File: src/rtl/bsg_zynq_uart_regs_pkg.sv
// Shared constants for the UART-Lite-compatible AXI-Lite register window:
// register offsets (addr[3:2]), STAT/CTRL bit positions, resp codes, FSM states.
package bsg_zynq_uart_regs_pkg;

  localparam logic [1:0] rx_offset   = 2'd0;
  localparam logic [1:0] tx_offset   = 2'd1;
  localparam logic [1:0] stat_offset = 2'd2;
  localparam logic [1:0] ctrl_offset = 2'd3;

  localparam int stat_rx_valid_bit = 0;
  localparam int stat_rx_full_bit  = 1;
  localparam int stat_tx_empty_bit = 2;
  localparam int stat_tx_full_bit  = 3;
  localparam int stat_intr_en_bit  = 4;
  localparam int stat_overrun_bit  = 5;

  localparam int ctrl_tx_flush_bit = 0;
  localparam int ctrl_rx_flush_bit = 1;
  localparam int ctrl_intr_en_bit  = 4;

  localparam logic [1:0] resp_okay   = 2'b00;
  localparam logic [1:0] resp_slverr = 2'b10;

  typedef enum logic {W_IDLE, W_RESP} w_state_e;
  typedef enum logic {R_IDLE, R_RESP} r_state_e;

endpackage

File: src/rtl/bsg_zynq_uart_fifo.sv
// 1r1w byte FIFO with flush and a registered head; extra pointer MSB
// distinguishes full from empty so pointers wrap without losing a slot.
module bsg_zynq_uart_fifo #(
  parameter int els_p   = 16,
  parameter int width_p = 8
) (
  input  logic               clk,
  input  logic               rst_n,
  input  logic               push,
  input  logic [width_p-1:0] push_data,
  input  logic               pop,
  input  logic               flush,
  output logic               full,
  output logic               valid,
  output logic               valid_next,
  output logic [width_p-1:0] head
);

  localparam int aw = $clog2(els_p);

  logic [aw:0]        wptr, rptr, wptr_n, rptr_n;
  logic [width_p-1:0] mem [els_p];
  logic [width_p-1:0] head_r, head_n;
  logic               push_ok, pop_ok;

  assign valid   = (wptr != rptr);
  assign full    = (wptr[aw] != rptr[aw]) && (wptr[aw-1:0] == rptr[aw-1:0]);
  assign push_ok = push && !full && !flush;
  assign pop_ok  = pop && valid && !flush;
  assign head    = head_r;

  always_comb begin
    wptr_n = wptr;
    rptr_n = rptr;
    if (flush) begin
      rptr_n = wptr;
    end else begin
      if (push_ok) wptr_n = wptr + 1'b1;
      if (pop_ok)  rptr_n = rptr + 1'b1;
    end
    valid_next = (wptr_n != rptr_n);
    head_n     = '0;
    // The slot being written this cycle is the new head only when it lands at rptr_n.
    if (valid_next) begin
      if (push_ok && (wptr[aw-1:0] == rptr_n[aw-1:0])) head_n = push_data;
      else                                             head_n = mem[rptr_n[aw-1:0]];
    end
  end

  always_ff @(posedge clk or negedge rst_n) begin
    if (!rst_n) begin
      wptr   <= '0;
      rptr   <= '0;
      head_r <= '0;
    end else begin
      wptr   <= wptr_n;
      rptr   <= rptr_n;
      head_r <= head_n;
    end
  end

  always_ff @(posedge clk) begin
    if (push_ok) mem[wptr[aw-1:0]] <= push_data;
  end

endmodule

File: src/rtl/bsg_zynq_axil_uart_regs.sv
// AXI4-Lite register window emulating UART-Lite (RX/TX/STAT/CTRL) between
// the zynq UART bridge and the UART PHY byte streams.
module bsg_zynq_axil_uart_regs
  import bsg_zynq_uart_regs_pkg::*;
#(
  parameter int axil_data_width_p = 32,
  parameter int axil_addr_width_p = 10,
  parameter int fifo_els_p        = 16
) (
  input  logic                         clk_i,
  input  logic                         aresetn_i,
  input  logic [axil_addr_width_p-1:0] s_axil_awaddr_i,
  input  logic [2:0]                   s_axil_awprot_i,
  input  logic                         s_axil_awvalid_i,
  output logic                         s_axil_awready_o,
  input  logic [axil_data_width_p-1:0] s_axil_wdata_i,
  input  logic [3:0]                   s_axil_wstrb_i,
  input  logic                         s_axil_wvalid_i,
  output logic                         s_axil_wready_o,
  output logic [1:0]                   s_axil_bresp_o,
  output logic                         s_axil_bvalid_o,
  input  logic                         s_axil_bready_i,
  input  logic [axil_addr_width_p-1:0] s_axil_araddr_i,
  input  logic [2:0]                   s_axil_arprot_i,
  input  logic                         s_axil_arvalid_i,
  output logic                         s_axil_arready_o,
  output logic [axil_data_width_p-1:0] s_axil_rdata_o,
  output logic [1:0]                   s_axil_rresp_o,
  output logic                         s_axil_rvalid_o,
  input  logic                         s_axil_rready_i,
  input  logic                         rx_v_i,
  input  logic [7:0]                   rx_data_i,
  output logic                         tx_v_o,
  output logic [7:0]                   tx_data_o,
  input  logic                         tx_yumi_i,
  output logic                         intr_o
);

  w_state_e w_state, w_state_n;
  r_state_e r_state, r_state_n;

  logic                         rst_done;
  logic                         tx_push, tx_flush, rx_flush, rx_pop, stat_rd, intr_en_ld;
  logic [1:0]                   bresp_r, bresp_n;
  logic [axil_data_width_p-1:0] rdata_r, rdata_n;
  logic                         intr_en, overrun, intr_r;
  logic                         rx_full, rx_valid, rx_valid_next;
  logic                         tx_full, tx_valid, tx_valid_next;
  logic [7:0]                   rx_head, tx_head;
  logic                         unused_inputs;

  assign unused_inputs = ^{s_axil_awaddr_i, s_axil_araddr_i, s_axil_awprot_i,
                           s_axil_arprot_i, s_axil_wstrb_i, s_axil_wdata_i};

  // Readies stay low until the first clock after reset release.
  assign s_axil_awready_o = rst_done && (w_state == W_IDLE) && s_axil_awvalid_i && s_axil_wvalid_i;
  assign s_axil_wready_o  = s_axil_awready_o;
  assign s_axil_arready_o = rst_done && (r_state == R_IDLE);
  assign s_axil_bvalid_o  = (w_state == W_RESP);
  assign s_axil_rvalid_o  = (r_state == R_RESP);
  assign s_axil_bresp_o   = bresp_r;
  assign s_axil_rresp_o   = resp_okay;
  assign s_axil_rdata_o   = rdata_r;
  assign tx_v_o           = tx_valid;
  assign tx_data_o        = tx_head;
  assign intr_o           = intr_r;

  always_comb begin
    w_state_n  = w_state;
    bresp_n    = bresp_r;
    tx_push    = 1'b0;
    tx_flush   = 1'b0;
    rx_flush   = 1'b0;
    intr_en_ld = 1'b0;
    case (w_state)
      W_IDLE: if (s_axil_awready_o) begin
        w_state_n = W_RESP;
        bresp_n   = resp_okay;
        case (s_axil_awaddr_i[3:2])
          tx_offset: begin
            tx_push = 1'b1;
            if (tx_full) bresp_n = resp_slverr;
          end
          ctrl_offset: begin
            tx_flush   = s_axil_wdata_i[ctrl_tx_flush_bit];
            rx_flush   = s_axil_wdata_i[ctrl_rx_flush_bit];
            intr_en_ld = 1'b1;
          end
          default: ;
        endcase
      end
      W_RESP: if (s_axil_bready_i) w_state_n = W_IDLE;
      default: w_state_n = W_IDLE;
    endcase
  end

  always_comb begin
    r_state_n = r_state;
    rdata_n   = rdata_r;
    rx_pop    = 1'b0;
    stat_rd   = 1'b0;
    case (r_state)
      R_IDLE: if (s_axil_arready_o && s_axil_arvalid_i) begin
        r_state_n = R_RESP;
        rdata_n   = '0;
        case (s_axil_araddr_i[3:2])
          rx_offset: if (rx_valid) begin
            rdata_n[7:0] = rx_head;
            rx_pop       = 1'b1;
          end
          stat_offset: begin
            rdata_n[stat_rx_valid_bit] = rx_valid;
            rdata_n[stat_rx_full_bit]  = rx_full;
            rdata_n[stat_tx_empty_bit] = !tx_valid;
            rdata_n[stat_tx_full_bit]  = tx_full;
            rdata_n[stat_intr_en_bit]  = intr_en;
            rdata_n[stat_overrun_bit]  = overrun;
            stat_rd                    = 1'b1;
          end
          default: ;
        endcase
      end
      R_RESP: if (s_axil_rready_i) r_state_n = R_IDLE;
      default: r_state_n = R_IDLE;
    endcase
  end

  always_ff @(posedge clk_i or negedge aresetn_i) begin
    if (!aresetn_i) begin
      w_state <= W_IDLE;
      r_state <= R_IDLE;
    end else begin
      w_state <= w_state_n;
      r_state <= r_state_n;
    end
  end

  always_ff @(posedge clk_i or negedge aresetn_i) begin
    if (!aresetn_i) begin
      rst_done <= 1'b0;
      bresp_r  <= resp_okay;
      rdata_r  <= '0;
      intr_en  <= 1'b0;
      overrun  <= 1'b0;
      intr_r   <= 1'b0;
    end else begin
      rst_done <= 1'b1;
      bresp_r  <= bresp_n;
      rdata_r  <= rdata_n;
      if (intr_en_ld) intr_en <= s_axil_wdata_i[ctrl_intr_en_bit];
      // A same-cycle overrun wins over the STAT read clear.
      overrun  <= (rx_v_i && rx_full) || (overrun && !stat_rd);
      intr_r   <= intr_en && ((!rx_valid && rx_valid_next) || (tx_valid && !tx_valid_next));
    end
  end

  bsg_zynq_uart_fifo #(.els_p(fifo_els_p), .width_p(8)) rx_fifo (
    .clk(clk_i), .rst_n(aresetn_i),
    .push(rx_v_i), .push_data(rx_data_i), .pop(rx_pop), .flush(rx_flush),
    .full(rx_full), .valid(rx_valid), .valid_next(rx_valid_next), .head(rx_head)
  );

  bsg_zynq_uart_fifo #(.els_p(fifo_els_p), .width_p(8)) tx_fifo (
    .clk(clk_i), .rst_n(aresetn_i),
    .push(tx_push), .push_data(s_axil_wdata_i[7:0]), .pop(tx_yumi_i), .flush(tx_flush),
    .full(tx_full), .valid(tx_valid), .valid_next(tx_valid_next), .head(tx_head)
  );

endmodule

File: config.mk
export PLATFORM = sky130hd
export DESIGN_NAME = bsg_zynq_axil_uart_regs
export DESIGN_NICKNAME = d
export VERILOG_FILES = /design/src/rtl/bsg_zynq_uart_regs_pkg.sv /design/src/rtl/bsg_zynq_uart_fifo.sv /design/src/rtl/bsg_zynq_axil_uart_regs.sv
export SDC_FILE = /design/constraint.sdc
export NUM_CORES = 1
export LEC_CHECK = 0
export ABC_CLOCK_PERIOD_IN_PS = 4500
export BUFFER_PORTS_ARGS = -buffer_cell sky130_fd_sc_hd__buf_2
export CAP_MARGIN = 20
export CELL_PAD_IN_SITES_DETAIL_PLACEMENT = 1
export CELL_PAD_IN_SITES_GLOBAL_PLACEMENT = 1
export CORE_UTILIZATION = 50
export DETAILED_ROUTE_END_ITERATION = 8
export GPL_ROUTABILITY_DRIVEN = 0
export HOLD_SLACK_MARGIN = 0.08
export PLACE_DENSITY_LB_ADDON = 0.25
export SYNTH_ARGS = -nofsm -noshare
export SYNTH_HDL_FRONTEND = slang
export SYNTH_SLANG_ARGS = --single-unit
File: constraint.sdc
create_clock -name clk_i -period 4.5 [get_ports clk_i]
set_input_delay 0.9 -clock clk_i [delete_from_list [all_inputs] [get_ports clk_i]]
set_output_delay 0.9 -clock clk_i [all_outputs]
set_load 0.01 [all_outputs]
==> results.tsv <==
stage	metric	value	unit
die	die_area	0.0279	mm^2
pwr	p_clk_share	27.1	%
yosys	synthSimpleGateAreaFrac	10.0	%
clock_tree	cts.repair.resized	0	
clock_tree	cts_tree	done	
worst_setup_path	required	4.89	ns
drt	drt_wl_total	34200	um
global_route	grt_pass1_wl	52800	um
drt	dr.pass1.iters	5	
timing	max_freq	0.275	GHz
timing	post-route-period-util	80.9	%
yosys	synthArstFlopShare	16.6	%
worst_setup_path	end_kind	flop	
drt	ant_nets	0	
cells_and_area	areaGrowthSynthToFinish	13.4	%
yosys	synthAdderAreaFrac	0.919	%
drt	drc	0	
worst_setup_path	arrival	4.03	ns
yosys	ys.flop_type	edfxtp_1	
yosys	synthMuxAreaShare	5.38	%
cells_and_area	mostFrequentLayoutCells	edfxtp_1 (256), nand2_1 (98), nor2_1 (70)	
yosys	ys_seq_area_share	65.8	%
worst_hold_path	hp-class	flop to flop	
pwr	power_frac_comb	38.1	%
timing	setup_ws	0.858	ns
pwr	power_density	677	mW/mm^2
die	initial_core_util	50.8	%
clock_tree	clock_sinks	307	
yosys	synthCells	1016	
timing	rsz0062_at_grt	false	
drt	drtIter0Drc	601	
global_route	grt.total_usage	24.9	%
cells_and_area	layout.nets	1183	
yosys	yosysUniqueCellTypes	76	
yosys	synth_area	0.0136	mm^2
timing	hold_violations	0	
timing	slew_violations	0	
pwr	switchingPower	3.85	mW
worst_setup_path	cp_max_fo	20	
timing	relSlewSlack	34.1	%
die	num_rows	60	
clock_tree	post_cts_buffers	0	
yosys	yosys_warnings	0	
global_route	antenna_found_initial	0	
clock_tree	holdBufCountCts	0	
place	port_buffers	52	
place	place_ws	0.394	ns
timing	min_period	3.64	ns
die	die_w	167	um
pwr	ir_worst_vdd	0.356	mV
clock_tree	htree_levels	2	
die	coreArea	0.0268	mm^2
yosys	synth_compound_area_share	11.1	%
yosys	synth_top_family_by_area	compound AO/OA/AOI/OAI gates	
clock_tree	clock_latency	0.52	ns
clock_tree	clkSlewWorstSetupHoldPaths	0.06	ns
die	io_pins	130	
timing	setup_viol	0	
timing	setup-tns-final	0	ns
cells_and_area	final_common_cell	edfxtp_1	
pwr	leakagePower	5.73	nW
yosys	ys_ff_latch	307	
global_route	grt_max_degree	54	
worst_setup_path	critical_path_class	flop to flop	
status	status	completed	
pwr	power.total	10.5	mW
drt	wl_per_cell	23.4	um
pwr	intPower	6.61	mW
global_route	grt_pass1_vias	9073	
cells_and_area	diodes	0	
yosys	synth_edf_count	256	
drt	viasPerCell	5.94	
cells_and_area	layout-drive-gt1-share	17.2	%
pwr	switching_share	36.8	%
clock_tree	clock_path_buffers	3	
clock_tree	root_buffer	clkbuf_16	
drt	vias	8675	
timing	fin_skew	0.0211	ns
timing	worst_pin_slew	0.985	ns
pwr	seqPwrFrac	34.8	%
job	drv_cap	0	
yosys	postSynthAreaPerCell	13.4	um^2
die	chipHeight	167	um
global_route	grt-ovfl-total	0	
place	dp_hpwl	22100	um
clock_tree	cts_made_buffers	34	
yosys	synth_xor_area_share	2.71	%
worst_setup_path	start_kind	flop	
worst paths after layout:
check,startpoint,to,slack [ns],depth (start not counted)
setup / recovery,s_axil_bvalid_o,rx_fifo.head[7],0.86,12
hold / removal,s_axil_bresp_o[1],s_axil_bresp_o[1],0.48,2
setup reg to reg,s_axil_bvalid_o,rx_fifo.head[7],0.86,12
hold reg to reg,s_axil_bresp_o[1],s_axil_bresp_o[1],0.48,2
max in group asynchronous,aresetn_i,tx_fifo.head[1],3.54,2
min in group asynchronous,aresetn_i,s_axil_rdata_o[7],0.51,2
flip-flops by register name (all words and copies together) (netlist names):
| signal | cells |
|---|---|
| intr_en | 1 |
| intr_o | 1 |
| overrun | 1 |
| rst_done | 1 |
| rx_fifo.head | 8 |
| rx_fifo.mem | 128 |
| rx_fifo.rptr | 5 |
| rx_fifo.wptr | 5 |
| s_axil_bresp_o | 1 |
| s_axil_bvalid_o | 1 |
| s_axil_rdata_o | 8 |
| s_axil_rvalid_o | 1 |
| tx_fifo.head | 8 |
| tx_fifo.mem | 128 |
| tx_fifo.rptr | 5 |
| tx_fifo.wptr | 5 |
worst max-delay path: stages (launching register included):
cell and delay [ns]:
dfrtp_1 0.39, nand4b_2 0.28, inv_2 0.18, and2_1 0.47, nor2_1 0.18, a21oi_2 0.26, nand2_2 0.18, buf_4 0.26
buf_4 0.23, a21oi_1 0.16, a211oi_1 0.12, or4_1 0.56, a22o_1 0.24
layout make-up:
type                    instances  area, um^2
flip-flops and latches        307        8960
inverters                      17        63.8
multi-input cells             637        4220
repair buffers                 97         611
clock buffers                  43         935
clock inverters                18         219
well taps                     341         427
fillers                      2595       11400
power groups by stage:
stage / Sequential (mW) / Combinational (mW) / Clock [mW]
finish: 3.64 / 3.98 / 2.84
global route: 3.67 / 4.32 / 2.97
CTS: 3.64 / 3.98 / 2.89
detailed placement: 3.69 / 3.92 / 0
global placement: 3.68 / 3.80 / 0
floorplan: 3.64 / 2.79 / 0
synth_stat cells, drive strengths merged (4+ instances only):
cell type / instances / area share (%)
a31oi: 4 / 0.18
ha: 10 / 0.92
a21oi: 56 / 2.3
nand3: 24 / 0.88
edfxtp: 256 / 56
nand4: 6 / 0.28
nor3: 11 / 0.44
or4: 5 / 0.28
nor2: 70 / 1.9
buf: 59 / 2.9
o311ai: 8 / 0.51
dfrtp: 51 / 9.4
mux2: 15 / 1.2
and3: 37 / 1.7
inv: 16 / 0.44
mux2i: 54 / 4.0
nand2b: 8 / 0.37
o21ai: 16 / 0.62
a211o: 6 / 0.39
xor2: 14 / 0.90
clkbuf: 22 / 0.61
a21o: 6 / 0.33
xnor2: 23 / 1.6
a22o: 11 / 0.71
a22oi: 18 / 0.99
nor2b: 6 / 0.28
a211oi: 54 / 3.2
nand2: 100 / 2.8
cell families (layout without fill, tap and decap cells):
| logic type | after synthesis | in the layout |
|---|---|---|
| AOI/OAI and AO/OA | 206 | 206 |
| xor gates and xnor gates | 38 | 38 |
| adders and majority gates | 10 | 10 |
| buffers and inverters | 98 | 175 |
| DFF | 307 | 307 |
| muxes | 70 | 70 |
| other | 2 | 28 |
| and+or+nand+nor | 285 | 285 |
per-stage QoR:
stage | util (%) | hold WS, ns | cells | area (um^2)
6_report | 57.6 | 0.481 | 1460 | 15400
5_1_grt | 57.6 | 0.501 | 1460 | 15400
4_1_cts | 57.6 | 0.489 | 1460 | 15400
3_5_place_dp | 53.3 | 0.476 | 1399 | 14300
3_3_place_gp | 53.3 | 0.446 | 1399 | 14300
2_1_floorplan | - | 0.425 | 1042 | 13700
routing by layer:
layer | vias to the layer above | global-route usage, % | part of all wire [%]
met2 | 283 | 40.6 | 48
met4 | 0 | 6.88 | 1.8
met1 | 4412 | 34.6 | 44
met5 | - | 0 | 0
li1 | 3933 | - | -
met3 | 47 | 3.92 | 6.0
Power figures use the tool's default switching activity.
